### src/rtl/ffa2_postproc.sv
// -----------------------------------------------------------------------------
// ffa2_postproc
//   Post-processing stage of a 2-parallel fast FIR (FFA). Takes one triple of
//   sub-filter results (H0, H1, H0+H1) and recombines it into an even and an
//   odd output sample:
//     even = y0 + y1 (previous triple)
//     odd  = y01 - y0 - y1
//   Each sample is rounded (round half up, then shifted right by SHIFT) and
//   saturated to DWIDTH. The two samples are then sent one after the other on
//   a single output stream, even sample first.
//
// Ports
//   clk, rst        rising-edge clock, asynchronous active-high reset
//   in_valid/ready  triple handshake (y0_in, y1_in, y01_in, DDWIDTH signed)
//   data_out        serialised DWIDTH signed sample
//   out_valid/ready output handshake
//   sat_flag        sticky: set once any sample has been clamped
//
// Handshake: a transfer happens on a rising edge where valid and ready are
// both high. A valid source holds its data stable until it is taken. in_ready
// depends only on the state and out_ready, never on in_valid.
// -----------------------------------------------------------------------------
module ffa2_postproc #(
  parameter int DWIDTH  = 16,
  parameter int DDWIDTH = 2 * DWIDTH,
  parameter int SHIFT   = 15
) (
  input  logic                      clk,
  input  logic                      rst,
  input  logic                      in_valid,
  output logic                      in_ready,
  input  logic signed [DDWIDTH-1:0] y0_in,
  input  logic signed [DDWIDTH-1:0] y1_in,
  input  logic signed [DDWIDTH-1:0] y01_in,
  output logic signed [DWIDTH-1:0]  data_out,
  output logic                      out_valid,
  input  logic                      out_ready,
  output logic                      sat_flag
);

  // Two guard bits: the sum of two operands needs one extra bit, and
  // y01 - y0 - y1 needs two.
  localparam int EW = DDWIDTH + 2;

  localparam logic signed [EW-1:0] RND  = EW'(1) << (SHIFT - 1);
  localparam logic signed [EW-1:0] MAXV = {{(EW-DWIDTH+1){1'b0}}, {(DWIDTH-1){1'b1}}};
  localparam logic signed [EW-1:0] MINV = {{(EW-DWIDTH+1){1'b1}}, {(DWIDTH-1){1'b0}}};

  typedef enum logic [1:0] {
    IDLE      = 2'd0,
    EMIT_EVEN = 2'd1,
    EMIT_ODD  = 2'd2
  } state_t;

  state_t                    state_q;
  logic signed [DDWIDTH-1:0] y1_dly_q;   // y1 of the previously accepted triple
  logic signed [DWIDTH-1:0]  even_q;
  logic signed [DWIDTH-1:0]  odd_q;
  logic                      out_valid_q;
  logic                      sat_q;

  logic                      accept;
  logic signed [EW-1:0]      y0_x;
  logic signed [EW-1:0]      y1_x;
  logic signed [EW-1:0]      y01_x;
  logic signed [EW-1:0]      y1_dly_x;
  logic signed [EW-1:0]      even_x;
  logic signed [EW-1:0]      odd_x;
  logic [DWIDTH:0]           even_rs;    // {clamped, sample}
  logic [DWIDTH:0]           odd_rs;

  // Round half up, arithmetic shift, then clamp. The MSB of the result flags
  // that clamping took place.
  function automatic logic [DWIDTH:0] round_sat(input logic signed [EW-1:0] x);
    logic signed [EW-1:0] r;
    r = (x + RND) >>> SHIFT;
    if (r > MAXV) begin
      return {1'b1, MAXV[DWIDTH-1:0]};
    end else if (r < MINV) begin
      return {1'b1, MINV[DWIDTH-1:0]};
    end
    return {1'b0, r[DWIDTH-1:0]};
  endfunction

  assign in_ready = (state_q == IDLE) | ((state_q == EMIT_ODD) & out_ready);
  assign accept   = in_valid & in_ready;

  // Explicit sign extension to the internal width.
  assign y0_x     = {{2{y0_in[DDWIDTH-1]}}, y0_in};
  assign y1_x     = {{2{y1_in[DDWIDTH-1]}}, y1_in};
  assign y01_x    = {{2{y01_in[DDWIDTH-1]}}, y01_in};
  assign y1_dly_x = {{2{y1_dly_q[DDWIDTH-1]}}, y1_dly_q};

  assign even_x  = y0_x + y1_dly_x;
  assign odd_x   = y01_x - y0_x - y1_x;
  assign even_rs = round_sat(even_x);
  assign odd_rs  = round_sat(odd_x);

  always_ff @(posedge clk or posedge rst) begin
    if (rst) begin
      state_q     <= IDLE;
      y1_dly_q    <= '0;
      even_q      <= '0;
      odd_q       <= '0;
      out_valid_q <= 1'b0;
      sat_q       <= 1'b0;
    end else begin
      if (accept) begin
        y1_dly_q <= y1_in;
        even_q   <= even_rs[DWIDTH-1:0];
        odd_q    <= odd_rs[DWIDTH-1:0];
        if (even_rs[DWIDTH] | odd_rs[DWIDTH]) begin
          sat_q <= 1'b1;
        end
      end

      case (state_q)
        IDLE: begin
          if (accept) begin
            state_q     <= EMIT_EVEN;
            out_valid_q <= 1'b1;
          end
        end
        EMIT_EVEN: begin
          if (out_ready) begin
            state_q <= EMIT_ODD;
          end
        end
        EMIT_ODD: begin
          if (out_ready) begin
            // A triple arriving with the odd handshake goes straight to the
            // next even sample, so a steady stream has no bubble.
            if (accept) begin
              state_q <= EMIT_EVEN;
            end else begin
              state_q     <= IDLE;
              out_valid_q <= 1'b0;
            end
          end
        end
        default: begin
          state_q     <= IDLE;
          out_valid_q <= 1'b0;
        end
      endcase
    end
  end

  // Selection between two registers by the registered state: no path from
  // any input reaches data_out. It reads 0 after reset because even_q does.
  assign data_out  = (state_q == EMIT_ODD) ? odd_q : even_q;
  assign out_valid = out_valid_q;
  assign sat_flag  = sat_q;

endmodule
### config.mk
export PLATFORM = sky130hd
export DESIGN_NAME = ffa2_postproc
export DESIGN_NICKNAME = d
export VERILOG_FILES = /design/src/rtl/ffa2_postproc.sv
export SDC_FILE = /design/constraint.sdc
export NUM_CORES = 1
export LEC_CHECK = 0
export BUFFER_PORTS_ARGS = -buffer_cell sky130_fd_sc_hd__buf_4
export CAP_MARGIN = 20
export CORE_MARGIN = 3
export CORE_UTILIZATION = 40
export DETAILED_ROUTE_END_ITERATION = 6
export HOLD_SLACK_MARGIN = 0.15
export MAX_ROUTING_LAYER = met4
export PLACE_DENSITY = 0.65
export SETUP_SLACK_MARGIN = 0.1
export SYNTH_ARGS = -nofsm -noshare
export SYNTH_HDL_FRONTEND = slang
export SYNTH_SLANG_ARGS = --single-unit
### constraint.sdc
create_clock -name clk -period 4.2 [get_ports clk]
set_input_delay 0 -clock clk [delete_from_list [all_inputs] [get_ports clk]]
set_output_delay 0 -clock clk [all_outputs]
set_load 0.05 [all_outputs]
==> results.md <==
- Register area share after synthesis: 22.6%
- DIE WIDTH: 143 um
- Routed vias/inst: ~5.3
- Nets: 1,229
- Gr usage total: 19.2%
- Final core utilization: 51.4%
- DR vias: 6,341
- Crit path cell chain: dlygate4sd3_1 -> buf_4 -> fa_1 -> inv_1 -> ha_1 -> ha_1 -> and3_1 -> and4_4 -> a211oi_2 -> nor3_4 -> nor4_1 -> a211oi_2 -> xnor2_1 -> o32ai_4 -> buf_4 -> nand2_1 -> a21oi_2
- Critical-path top delay cell: dlygate4sd3_1
- Wire length on met3: 623 um
- RSZ-0062 raised after global routing: yes
- Syn Std Cell Area: 7520 sq um
- Chip Height: 143 um
- Post-detail-place hpwl: 15,100 um
- Initial antenna violation count: 0
- Final setup TNS: 0 ns
- CP bufs+invs: 4
- Multi-input gate area: 5300 sq um
- Crit path max-delay family: adder cells
- Final worst setup slack: 0.342 ns
- Core ar.: 18,200 sq um
- Ys flop type: dfrtp_1
- # diodes: 0
- DP Worst Slack: 0.433 ns
- Crit Path Max Fanout: 10
- Final Hold Viols: 0
- Commonest non-fill, non-tap cells in the layout: ha_1, buf_4, inv_1
- Wl on met1: 9320 um
- Global route total overflow: 0
- Worst Skew: between 0.006 and 0.007 ns
- WL/cell: 15.4 um
- Worst EP required: around 4.5 ns
- Startpoint types: input pin
- Final Wtd Congestion: 0.910
- Sequential cell area: approximately 1700 sq um
- Drt drc: 0
- Status: finished clean
- Hold WC Path Type: in -> reg
- Worst-Margin Slew: 0.849 ns
- CTS Buf Count: 9
- Global-route wire length before repair: 31,000 um
- Fillers: ~1,700
- Mapped Nets: about 1,100
- EDFF count, synth: 0
- Layout cells sized above 1: a little under a quarter
- Final clock period utilization by the worst path: 91.9%
- Clock root buffer: clkbuf_16
- Clock slew at reported path FFs: approximately 0.060 ns
- Syn-to-layout area delta: 24.3%
- Yosys Warn Count: 0
- Final setup violation count: 0
- Die area: 20,500 sq um
- Later-pin clock latency in the skew report: between 0.3 and 0.4 ns
- Max-slew violations: 0
- Fin crit period: 3.86 ns
- Ys async rst share: 100%
- Syn_area_per_cell: 9.16 sq um
- Fmax: 0.259 GHz
- Uppermost layer routed: met4
- Slew headroom: roughly 43%
- Max Root-Sink Buffers: 2
- Antenna Nets Post-Route: 0
- Delay of the slowest critical-path stage: 0.53 ns
- Commonest non-fill, non-tap cell in the layout: ha_1
- Pwr/cell area: 680 nW/um^2
- Starting Density: roughly two fifths
- Critical path class: in -> reg
- Vias in the first global route: 6,430
- Largest net degree at the start of global routing: 38
- DRT Pass-1 Iters: 5
- IO Pins: approximately 120
- Cell count after synthesis: 821
- WL final: 18,600 um
- VDD IR max: between 0.0002 and 0.0003 V
- Leak: 4.68 nW
- Clock sink count: 68
- DRT iter0 DRCs: 349
- Arrival @ worst endpoint: 4.14 ns
- Rows: between 40 and 50
- Max Cap Violations: 0
- Synth unique cells: 74
- Clock H-tree levels: 3
- PortBufs: approximately 120
- Worst hold slack: 0.356 ns
- CTS tree: done
- Crit. End Element: register
- #FFs+latches synth: 68
- DR WL met2: 8400 um
[what timing repair did]
action / in CTS / in global routing
endpoints found under the setup margin: 0 / 14
hold buffers: 35 / 0
buffers inserted: 0 / 0
gates resized for setup: 0 / 1
hold endpoints to repair: 71 / 0
[cell usage after synthesis (3+ instances only)]
| cell | count | area [sq um] |
|---|---|---|
| mux2_2 | 47 | 529 |
| dfrtp_1 | 68 | 1700 |
| ha_1 | 126 | 1580 |
| or3_1 | 3 | 18.8 |
| o21bai_1 | 6 | 45.0 |
| mux2i_1 | 4 | 40.0 |
| nor2b_1 | 3 | 18.8 |
| o21a_1 | 8 | 60.1 |
| o21ai_1 | 6 | 30.0 |
| a21o_1 | 22 | 165 |
| nand2b_1 | 4 | 25.0 |
| inv_1 | 114 | 428 |
| a211oi_1 | 7 | 52.6 |
| o21ai_0 | 17 | 85.1 |
| o211ai_1 | 10 | 75.1 |
| fa_1 | 30 | 601 |
| xor2_1 | 13 | 114 |
| xnor2_1 | 13 | 114 |
| o21ai_2 | 3 | 26.3 |
| nand3b_1 | 3 | 22.5 |
| and3_1 | 7 | 43.8 |
| nor3_1 | 8 | 40.0 |
| nand3_1 | 14 | 70.1 |
| buf_6 | 3 | 33.8 |
| nand2_1 | 59 | 221 |
| o31ai_1 | 3 | 22.5 |
| nor2_1 | 55 | 206 |
| nand4_1 | 12 | 75.1 |
| a211o_1 | 3 | 26.3 |
| clkbuf_1 | 11 | 41.3 |
| a21oi_2 | 11 | 96.3 |
| a21oi_1 | 74 | 370 |
[through the flow]
step | total power [mW] | cell area [sq um] | std cells
2_1_floorplan | 4.41 | 7520 | 821
3_3_place_gp | 5.33 | 8640 | 1156
3_5_place_dp | 5.37 | 8640 | 1156
4_1_cts | 6.37 | 9340 | 1207
5_1_grt | 6.89 | 9350 | 1207
6_report | 6.36 | 9350 | 1207
[cell families after synthesis]
group / Yosys count / share of synthesized area (%)
compound gates: 202 / 18.6
buf+inv: 132 / 7.02
xor+xnor: 26 / 3.03
simple gates: 186 / 12.2
mux: 51 / 7.57
fa+ha+maj: 156 / 28.9
flops: 68 / 22.6
[final cells by class]
| cell class | instances | share of cell area [%] |
|---|---|---|
| multi-input cells | 621 | 56.7 |
| flip-flops and latches | 68 | 18.2 |
| repair buffers | 159 | 13.7 |
| inverters | 114 | 4.58 |
| well taps | 229 | 3.06 |
| clock buffers | 10 | 2.56 |
| clock inverters | 6 | 1.19 |
[final timing paths]
check,slack (ns),endpoint,cells after the start,startpoint
worst max-delay path,0.34,odd_q[3],17,y1_in[9]
worst min-delay path,0.36,even_q[1],6,y0_in[16]
worst max register to register,0.72,sat_flag,12,y1_dly_q[25]
worst min register to register,0.51,y1_dly_q[10],1,y1_dly_q[10]
max in group asynchronous,2.86,even_q[2],4,rst
min in group asynchronous,0.40,y1_dly_q[19],3,rst
[where the power goes]
group	leakage [nW]	total, mW	internal (mW)	switching [mW]
clock	0.169	0.919	0.597	0.322
sequential	0.771	1.17	0.980	0.194
combinational	3.74	4.26	1.75	2.51
[registers in the layout, summed over array words and instances, names as in the netlist]
name	count
even_q	16
out_valid	1
y1_dly_q	32
sat_flag	1
state_q	2
odd_q	16
[worst register-to-register path, delay by kind of cell (launching register included)]
family / cells / cell delay, ns
flip-flops: 1 / 0.38
AO/OA/AOI/OAI: 6 / 1.31
adder cells (fa/ha/maj): 2 / 0.70
multiplexers: 1 / 0.23
AND/OR/NAND/NOR: 3 / 0.78
[metal layers]
metal,global-route usage (%),vias to the layer above
met3,2.41,24
met5,-,-
li1,-,3201
met1,26.7,2996
met2,29.8,120
met4,5.05,0
Note: power is estimated with default switching activity, not from simulation.
